--- src/rtl/fwd_hazard_ctrl.sv ---
// Forwarding-select and load-use hazard controller for a 5-stage in-order pipeline.
// Latency: stall/bubble are combinational; forwarda/forwardb are registered (valid during EX).
// Backpressure: stall holds PC and IF/ID for one cycle per load-use hit; flush overrides stall.
module fwd_hazard_ctrl (
    input  logic        clk,
    input  logic        rst,
    input  logic        id_valid,
    input  logic [4:0]  id_rs,
    input  logic [4:0]  id_rt,
    input  logic        id_use_rs,
    input  logic        id_use_rt,
    input  logic [4:0]  id_rd,
    input  logic        id_regwrite,
    input  logic        id_memread,
    input  logic        flush,
    output logic [1:0]  forwarda,
    output logic [1:0]  forwardb,
    output logic        stall,
    output logic        bubble,
    output logic [15:0] stall_cnt
);

    localparam logic [1:0] SEL_RF  = 2'b00;
    localparam logic [1:0] SEL_WB  = 2'b01;
    localparam logic [1:0] SEL_MEM = 2'b10;

    // Shadow copies of the downstream pipeline stages.
    logic       ex_valid, ex_regwrite, ex_memread;
    logic [4:0] ex_rs, ex_rt, ex_rd;
    logic       mem_valid, mem_regwrite;
    logic [4:0] mem_rd;
    logic       wb_valid, wb_regwrite;
    logic [4:0] wb_rd;

    logic       ex_src, mem_src, load_hit;
    logic       ex_hit_a, ex_hit_b, mem_hit_a, mem_hit_b;
    logic [1:0] fwd_a_nxt, fwd_b_nxt;

    // Hazard detection and next forward selects for the instruction about to enter EX.
    always_comb begin
        ex_src    = ex_valid & ex_regwrite & (ex_rd != 5'd0);
        mem_src   = mem_valid & mem_regwrite & (mem_rd != 5'd0);

        load_hit  = ex_valid & ex_memread & (ex_rd != 5'd0) &
                    ((id_use_rs & (id_rs == ex_rd)) | (id_use_rt & (id_rt == ex_rd)));
        stall     = id_valid & ~flush & load_hit;
        bubble    = stall | flush;

        ex_hit_a  = id_use_rs & ex_src  & (ex_rd  == id_rs);
        ex_hit_b  = id_use_rt & ex_src  & (ex_rd  == id_rt);
        mem_hit_a = id_use_rs & mem_src & (mem_rd == id_rs);
        mem_hit_b = id_use_rt & mem_src & (mem_rd == id_rt);

        // A load in EX cannot supply its data yet; it falls through to the MEM check.
        // WB is never a source: the register file writes before it is read.
        fwd_a_nxt = SEL_RF;
        fwd_b_nxt = SEL_RF;
        if (!bubble) begin
            if (ex_hit_a && !ex_memread) fwd_a_nxt = SEL_MEM;
            else if (mem_hit_a)          fwd_a_nxt = SEL_WB;
            if (ex_hit_b && !ex_memread) fwd_b_nxt = SEL_MEM;
            else if (mem_hit_b)          fwd_b_nxt = SEL_WB;
        end
    end

    // Advance shadow stages, register forward selects and count load-use stalls.
    always_ff @(posedge clk or posedge rst) begin
        if (rst) begin
            ex_valid     <= 1'b0;
            ex_regwrite  <= 1'b0;
            ex_memread   <= 1'b0;
            ex_rs        <= 5'd0;
            ex_rt        <= 5'd0;
            ex_rd        <= 5'd0;
            mem_valid    <= 1'b0;
            mem_regwrite <= 1'b0;
            mem_rd       <= 5'd0;
            wb_valid     <= 1'b0;
            wb_regwrite  <= 1'b0;
            wb_rd        <= 5'd0;
            forwarda     <= SEL_RF;
            forwardb     <= SEL_RF;
            stall_cnt    <= 16'd0;
        end else begin
            wb_valid     <= mem_valid;
            wb_regwrite  <= mem_regwrite;
            wb_rd        <= mem_rd;
            mem_valid    <= ex_valid;
            mem_regwrite <= ex_regwrite;
            mem_rd       <= ex_rd;
            ex_rs        <= id_rs;
            ex_rt        <= id_rt;
            ex_rd        <= id_rd;
            ex_valid     <= id_valid    & ~bubble;
            ex_regwrite  <= id_regwrite & ~bubble;
            ex_memread   <= id_memread  & ~bubble;
            forwarda     <= fwd_a_nxt;
            forwardb     <= fwd_b_nxt;
            if (stall && (stall_cnt != 16'hFFFF)) begin
                stall_cnt <= stall_cnt + 16'd1;
            end
        end
    end

`ifndef SYNTHESIS
    // A registered select must name a live producer of the EX operand one or two stages ahead.
    always_comb begin
        if (!rst) begin
            assert (forwarda != 2'b11);
            assert (forwardb != 2'b11);
            if (forwarda == SEL_MEM) assert (mem_valid && mem_regwrite && mem_rd != 5'd0 && mem_rd == ex_rs);
            if (forwardb == SEL_MEM) assert (mem_valid && mem_regwrite && mem_rd != 5'd0 && mem_rd == ex_rt);
            if (forwarda == SEL_WB)  assert (wb_valid && wb_regwrite && wb_rd != 5'd0 && wb_rd == ex_rs);
            if (forwardb == SEL_WB)  assert (wb_valid && wb_regwrite && wb_rd != 5'd0 && wb_rd == ex_rt);
        end
    end
`endif

endmodule

--- config.mk ---
export PLATFORM = sky130hd
export DESIGN_NAME = fwd_hazard_ctrl
export DESIGN_NICKNAME = d
export VERILOG_FILES = /design/src/rtl/fwd_hazard_ctrl.sv
export SDC_FILE = /design/constraint.sdc
export NUM_CORES = 1
export LEC_CHECK = 0
export CAP_MARGIN = 20
export CORE_UTILIZATION = 30
export DETAILED_ROUTE_END_ITERATION = 12
export GPL_TIMING_DRIVEN = 0
export PLACE_DENSITY = 0.52
export SLEW_MARGIN = 20
export SYNTH_ARGS = -nofsm -noshare
export SYNTH_HDL_FRONTEND = slang
export SYNTH_SLANG_ARGS = --single-unit
export TNS_END_PERCENT = 50
--- constraint.sdc ---
create_clock -name clk -period 3.9 [get_ports clk]
set_input_delay 0.39 -clock clk [delete_from_list [all_inputs] [get_ports clk]]
set_output_delay 0.39 -clock clk [all_outputs]
set_load 0.02 [all_outputs]
==> run metrics, run 1 <==
post-synth top area share 53.3%; Via Count 1208; CTS max path bufs 2; largest net degree at the start of global routing 36; final hold violation count 0; setup repair bufs after CTS 0; Req. time, crit path 3.51 ns; CP startpoint id_rs[1]; critical path class primary input to output port; core area 5200 um^2; first-pass GRT wire length 5.86 mm; Slew headroom 53.0%; Setup Skew 0.00450 ns; max-cap check violation count 0; RSZ-0062 raised after global routing false; Fmax achieved 330 MHz; aggregate global routing overflow 0; DR DRC count 0; number of DRC markers in iteration 0 96; Max Slew Vio Count 0; GP Congestion 0.948; syn_area_per_cell 11.2 um^2; TritonRoute pass-1 iters 4; Synth Instances 147; TNS Setup 0 ns; pwr dens 320 nW/um^2; Synthesized Nets 171; Skew-Pair Late Insertion Delay 0.28 ns; initial antenna violation count 0; Die Width 76.0 um; Seq/Total Area, Yosys 53.3%; r2r startpoint ex_rd[0]; I/O Pins 45; die area 5780 um^2; Critical Path AT 2.64 ns; port bufs 44; worst-case vdd ir drop 159 uV; Mapped Area 1640 um^2; Leak 0.964 nW; CTS tree built; maximum fanout along the worst path 8; Via density 4.49; most common cell after layout, fill and taps aside clkdlybuf4s50_1; CTS Root Cell clkbuf_8; total clock sinks 35; pre-CTS setup slack 0.824 ns; Startpoint Class primary input; Hold Path Stages 0; final number of setup-violating endpoints 0; CP endpoint kind output port; vias in the first global route 1192; TritonCTS Buffers 5; Fin Hold WS 0.380 ns; slack of the critical path 0.867 ns; htree depth 2; Hold Crit Start ex_regwrite; fraction of registers with async set/reset 100%; CTS resizes 0; status finished, final reports clean; n_diodes 0; fin crit period 3.03 ns; most frequent cells in the layout clkdlybuf4s50_1 (44), dfrtp_1 (35), xor2_1 (24); GRT Total Usage 13.2%; Worst Hold Class flip-flop to flip-flop; fin crit share 77.8%; Die Y 76.0 um; FF-to-FF path depth 6; #FFs+latches synth 35; # hold bufs at CTS 0; post-route ant nets 0; Post-synth EDFFs 0; placed instance count 261; Routed WL 3.59 mm; clock slew at reported path FFs 0.07 ns; Layout Nets 222; Syn-to-layout area delta 38.2%; post-route insts no fill 269; Main synth FF type dfrtp_1; worst-margin pin slew 0.704 ns; DR WL/cell 13.3 um; Netlist cell types 28; cell taking the most area after synthesis dfrtp_1; row count 26; synthesis warning total 0; layout cells sized above 1 8.04%; initial core utilization 31.6%; DP HPWL 2.73 mm; top cells by area, synth dfrtp_1 (53%), xor2_1 (13%), xnor2_1 (5.9%), nand3_1 (2.7%), nor3_1 (2.7%)
==> logic make-up (layout without fill, tap and decap cells) <==
kind of cell,count (synthesis),after routing,share of synthesized area [%]
simple gates,64,64,21.4
xor+xnor,35,35,18.6
flops,35,35,53.3
compound gates,6,6,3.65
buf+inv,5,57,1.60
fa+ha+maj,1,1,0.761
mux,1,1,0.685
==> path summary, 6_finish.rpt <==
kind / to / slack [ns]
max in group asynchronous: mem_valid / 2.90
min reg2reg: mem_regwrite / 0.38
max reg2reg: stall_cnt[1] / 1.84
min in group asynchronous: mem_rd[4] / 0.54
max: bubble / 0.87
min: mem_regwrite / 0.38
==> cell usage after synthesis (2+ instances only) <==
master	instances
dfrtp_1	35
xor2_1	24
xnor2_1	11
nand2_1	9
nand3_1	9
nor2_1	9
nor3_1	9
nor4_1	7
and2_1	6
nand4_1	5
inv_1	4
and3_1	2
o21ai_0	2
==> where the power goes <==
part           total (W)  internal, W  leakage [nW]  switching [W]
Clock           0.000282     0.000161        0.0515       0.000121
Combinational  0.0000631    0.0000358         0.457      0.0000272
Sequential      0.000381     0.000371         0.455     0.00000982
==> critical path, cell delays in order <==
cell	delay, ns
clkdlybuf4s50_1	0.52
xnor2_1	0.13
nand4_1	0.13
nor3_1	0.35
nor2_1	0.21
o21ba_2	0.26
inv_1	0.06
clkdlybuf4s50_1	0.59
==> stage by stage <==
stage / util [%] / area (um^2) / total power, W
2_1_floorplan: - / 1640 / 0.000415
3_3_place_gp: 41.7 / 2170 / 0.000451
3_5_place_dp: 41.7 / 2170 / 0.000452
4_1_cts: 43.7 / 2270 / 0.000739
5_1_grt: 43.7 / 2270 / 0.000765
6_report: 43.7 / 2270 / 0.000727
==> final cells by class <==
class                           count  area (um^2)
Fill cell                         506         2930
Multi-Input combinational cell    107          742
Clock buffer                        8          100
Timing Repair Buffer               44          440
Tap cell                           70         87.6
Buffer                              1         11.3
Sequential cell                    35          876
Inverter                            4         15.0
==> state kept, by name, summed over array words and instances, names as in the netlist <==
| name | flops |
|---|---|
| ex_memread | 1 |
| ex_rd | 5 |
| ex_regwrite | 1 |
| ex_valid | 1 |
| forwarda | 2 |
| forwardb | 2 |
| mem_rd | 5 |
| mem_regwrite | 1 |
| mem_valid | 1 |
| stall_cnt | 16 |
==> per-layer routing <==
layer,share of wire [%],vias up,global-route usage (%)
li1,-,609,-
met3,4.7,4,4.31
met1,47,567,17.0
met2,47,28,20.4
met4,1.1,0,5.58
met5,0,-,0
No activity file was read; power rests on OpenSTA's default activity.
==> run 2: changes to the inputs <==
- clock period: 3.9 -> 3.1 ns (I/O delays scaled with it)
==> run metrics, run 2 (synthesized netlist as in run 1, its figures left out) <==
RSZ-0062 raised after global routing false; Slew headroom 53.0%; TNS Setup 0 ns; crit path max-delay cell type clkdlybuf4s50_1; Reg power frac 52.4%; Biggest register stall_cnt; Routed WL 3.58 mm; Fmax achieved 353 MHz; Req. time, crit path 2.79 ns; total clock sinks 35; pwr dens 402 nW/um^2; core area 5200 um^2; worst-case vdd ir drop 201 uV; Clock power frac 38.8%; P_int 0.000715 W; Die Y 76.0 um; final number of setup-violating endpoints 0; most common cell after layout, fill and taps aside clkdlybuf4s50_1; setup repair bufs after CTS 0; post-route ant nets 0; initial antenna violation count 0; critical path class flip-flop to output port; Setup Skew 0.00438 ns; pre-CTS setup slack 0.184 ns; vias in the first global route 1192; n_diodes 0; final hold violation count 0; number of DRC markers in iteration 0 96; switch share 21.8%; largest net degree at the start of global routing 36; initial core utilization 31.6%; Syn-to-layout area delta 38.5%; Critical Path AT 2.52 ns; NetSw 0.000200 W; fin crit share 91.4%; placed instance count 261; Fin Hold WS 0.380 ns; die area 5780 um^2; Worst Hold Class flip-flop to flip-flop; Leak 0.965 nW; DR DRC count 0; worst-path cell chain xnor2_1 > nand4_1 > nor3_2 > nor2_1 > o21ba_2 > inv_1 > clkdlybuf4s50_1; max-cap check violation count 0; port bufs 44; worst-margin pin slew 0.704 ns; DR WL/cell 13.3 um; fin crit period 2.83 ns; CTS tree built; post-route insts no fill 269; # hold bufs at CTS 0; CP endpoint kind output port; TritonRoute pass-1 iters 4; CTS Root Cell clkbuf_8; maximum fanout along the worst path 8; Die Width 76.0 um; Skew-Pair Late Insertion Delay 0.28 ns; top flop regs stall_cnt: 16 flops, ex_rd: 5 flops, mem_rd: 5 flops; final instance area 2280 um^2; TritonCTS Buffers 5; GP Congestion 0.948; Layout Nets 222; htree depth 2; first-pass GRT wire length 5.86 mm; GRT Total Usage 13.2%; share of power burned in combinational logic 8.7%; DP HPWL 2.73 mm; Max Slew Vio Count 0; status finished, final reports clean; fillcell total 506; I/O Pins 45; slack of the critical path 0.266 ns; CTS max path bufs 2; row count 26; most frequent cells in the layout clkdlybuf4s50_1 (44), dfrtp_1 (35), xor2_1 (24); Startpoint Class flip-flop; layout cells sized above 1 8.54%; aggregate global routing overflow 0; clock slew at reported path FFs 0.07 ns; slowest stage delay, CP 0.59 ns; max reg flops 16; Via Count 1207; cell area after placement 2170 um^2; Via density 4.49
==> run 2: cell counts in the layout (fill, tap and decap cells not counted) <==
Identical to the previous run, type by type.
==> run 2: critical path, delay by kind of cell, from the launching register on <==
family                 cells  cell delay, ns
AND/OR/NAND/NOR            3            0.64
AO/OA/AOI/OAI              1            0.25
flip-flops                 1            0.49
buffers and inverters      2            0.65
XOR/XNOR                   1            0.21
==> run 2: area by class of cell <==
cell class / instances / area [um^2] / area share [%]
well taps: 70 / 87.6 / 3.85
plain buffers: 1 / 11.3 / 0.495
clock buffers: 8 / 100 / 4.40
multi-input cells: 107 / 747 / 32.8
inverters: 4 / 15.0 / 0.659
repair buffers: 44 / 440 / 19.3
flip-flops and latches: 35 / 876 / 38.5
==> run 2: what timing repair did <==
item	CTS	global route
endpoints found under the setup margin	0	1
resized for setup	0	1
endpoints found under the hold margin	0	0
==> run 2: power by group through the flow <==
stage	registers, W	clock network [W]	logic (W)
after floorplan	0.000486	0	0.0000368
after global placement	0.000488	0	0.0000791
after detailed placement	0.000488	0	0.0000801
after CTS	0.000480	0.000369	0.0000806
after global routing	0.000481	0.000394	0.0000880
final	0.000480	0.000355	0.0000800
==> run 2: metrics by stage <==
step / util, % / total power [W]
after global placement: 41.7 / 0.000567
after global routing: 43.8 / 0.000962
after floorplan: - / 0.000523
after CTS: 43.7 / 0.000929
after detailed placement: 41.7 / 0.000568
final: 43.8 / 0.000915
==> run 2: layer usage <==
layer | up-vias | global-route usage [%] | part of all wire [%]
met5 | - | 0 | 0
met4 | 0 | 5.58 | 1.1
met3 | 4 | 4.31 | 4.7
met2 | 28 | 20.4 | 47
met1 | 566 | 17.0 | 47
li1 | 609 | - | -
==> run 2: path summary, 6_finish.rpt <==
kind                              from      endpoint  slack (ns)  cells past startpoint
min in group asynchronous          rst     mem_rd[4]        0.46                      2
min                        ex_regwrite  mem_regwrite        0.38                      0
max in group asynchronous          rst     mem_valid        2.18                      2
max                           ex_rd[4]        bubble        0.27                      7
min reg2reg                ex_regwrite  mem_regwrite        0.38                      0
max reg2reg                   ex_rd[0]  stall_cnt[1]        1.04                      6
==> run 3: changes to the inputs <==
- CORE_UTILIZATION: 30 -> 47
- PLACE_DENSITY: 0.52 -> 0.76
==> run metrics, run 3 (synthesized netlist as in run 1, its figures left out) <==
Critical Path AT 2.58 ns; fin crit period 2.89 ns; Skew-Pair Late Insertion Delay 0.34 ns; worst-path cell chain xnor2_1 > nand4_1 > nor3_4 > nor2_1 > o21ba_2 > inv_1 > clkdlybuf4s50_1; FF/Latch Area 876 um^2; CP endpoint kind output port; crit path max-delay cell type clkdlybuf4s50_1; TritonRoute pass-1 iters 5; Biggest register stall_cnt; Startpoint Class flip-flop; max reg flops 16; Leak 0.947 nW; fin crit share 93.2%; maximum fanout along the worst path 8; row count 21; fillcell total 262; Reg power frac 60.1%; htree depth 2; total clock sinks 35; met2 usage 33.2%; initial core utilization 49.3%; setup repair bufs after CTS 0; share of power burned in combinational logic 10.4%; global routing usage on met3 4.62%; Setup Skew 0.00751 ns; GR peak layer met2; Slew headroom 54.1%; Crit path max-delay family buffers and inverters; CTS Root Cell clkbuf_4; number of DRC markers in iteration 0 49; final hold violation count 0; Die Width 61.1 um; multi-input logic area 753 um^2; pre-CTS setup slack 0.199 ns; CTS max path bufs 2; Syn-to-layout area delta 34.2%; Via Count 1278; critical path class flip-flop to output port; Layout Nets 222; most frequent cells in the layout clkdlybuf4s50_1 (44), dfrtp_1 (35), xor2_1 (24); Via density 5.22; vias in the first global route 1238; final number of setup-violating endpoints 0; DR DRC count 0; Clock power frac 29.4%; max-cap check violation count 0; CTS tree built; post-route ant nets 0; GRT Total Usage 21.6%; worst-margin pin slew 0.688 ns; Max Slew Vio Count 0; core area 3340 um^2; final core occ 66.1%; Fmax achieved 346 MHz; aggregate global routing overflow 0; DP HPWL 2.60 mm; first-pass GRT wire length 5.72 mm; most common cell after layout, fill and taps aside clkdlybuf4s50_1; P_int 0.000599 W; worst path buffer plus inverter count 2; clock slew at reported path FFs 0.10 ns; Req. time, crit path 2.79 ns; pwr dens 361 nW/um^2; I/O Pins 45; initial antenna violation count 0; status finished, final reports clean; largest net degree at the start of global routing 36; NetSw 0.000198 W; port bufs 44; met1 GRT Util 27.7%; DR WL/cell 13.8 um; # hold bufs at CTS 0; top flop regs stall_cnt: 16 flops, ex_rd: 5 flops, mem_rd: 5 flops; Die Y 61.1 um; TritonCTS Buffers 5; switch share 24.8%; RSZ-0062 raised after global routing false; Worst Hold Class flip-flop to flip-flop; worst-case vdd ir drop 252 uV; layout cells sized above 1 8.54%; slowest stage delay, CP 0.59 ns; n_diodes 0; GP Congestion 0.823; die area 3740 um^2; Routed WL 3.39 mm; slack of the critical path 0.209 ns; TNS Setup 0 ns
[run 3: what timing repair did]
item	in CTS	in global routing
setup endpoints to repair	0	1
hold endpoints to repair	0	0
gates resized for setup	0	2
[run 3: metrics by stage]
stage	power (W)	area, um^2	hold slack [ns]	cells
after floorplan	0.000523	1640	0.341	147
after global placement	0.000565	2140	0.355	237
after detailed placement	0.000569	2140	0.373	237
after CTS	0.000804	2200	0.384	245
after global routing	0.000838	2210	0.374	245
final	0.000797	2210	0.379	245
[run 3: final cells by class]
| cell class | instances | share of cell area (%) |
|---|---|---|
| well taps | 46 | 2.61 |
| clock buffers | 6 | 1.87 |
| inverters | 4 | 0.680 |
| flip-flops and latches | 35 | 39.7 |
| plain buffers | 1 | 0.510 |
| repair buffers | 44 | 20.0 |
| multi-input cells | 107 | 34.1 |
| clock inverters | 2 | 0.567 |
[run 3: worst paths after layout]
| kind | from | endpoint | slack, ns | cells after the start |
|---|---|---|---|---|
| hold / removal | ex_regwrite | mem_regwrite | 0.38 | 0 |
| setup / recovery | ex_rd[4] | bubble | 0.21 | 7 |
| setup reg to reg | ex_rd[0] | stall_cnt[1] | 1.03 | 6 |
| min in group asynchronous | rst | stall_cnt[0] | 0.39 | 2 |
| max in group asynchronous | rst | ex_rd[0] | 2.27 | 2 |
| hold reg to reg | ex_regwrite | mem_regwrite | 0.38 | 0 |
[run 3: power by group through the flow]
| stage | clock network (W) | registers, W | logic [W] |
|---|---|---|---|
| after floorplan | 0 | 0.000486 | 0.0000368 |
| after global placement | 0 | 0.000487 | 0.0000772 |
| after detailed placement | 0 | 0.000489 | 0.0000808 |
| after CTS | 0.000244 | 0.000479 | 0.0000813 |
| after global routing | 0.000266 | 0.000481 | 0.0000904 |
| final | 0.000235 | 0.000479 | 0.0000831 |
[run 3: worst reg2reg max path, delay by kind of cell (launching register included)]
kind	cells	cell delay (ns)
AND/OR/NAND/NOR	1	0.58
buffers and inverters	1	0.17
flip-flops	1	0.45
multiplexers	1	0.32
AO/OA/AOI/OAI	3	0.47
[run 3: per-layer routing]
layer | up-vias | part of all wire [%]
li1 | 609 | -
met1 | 614 | 43
met2 | 45 | 50
met3 | 10 | 4.1
met4 | 0 | 2.6
met5 | - | 0
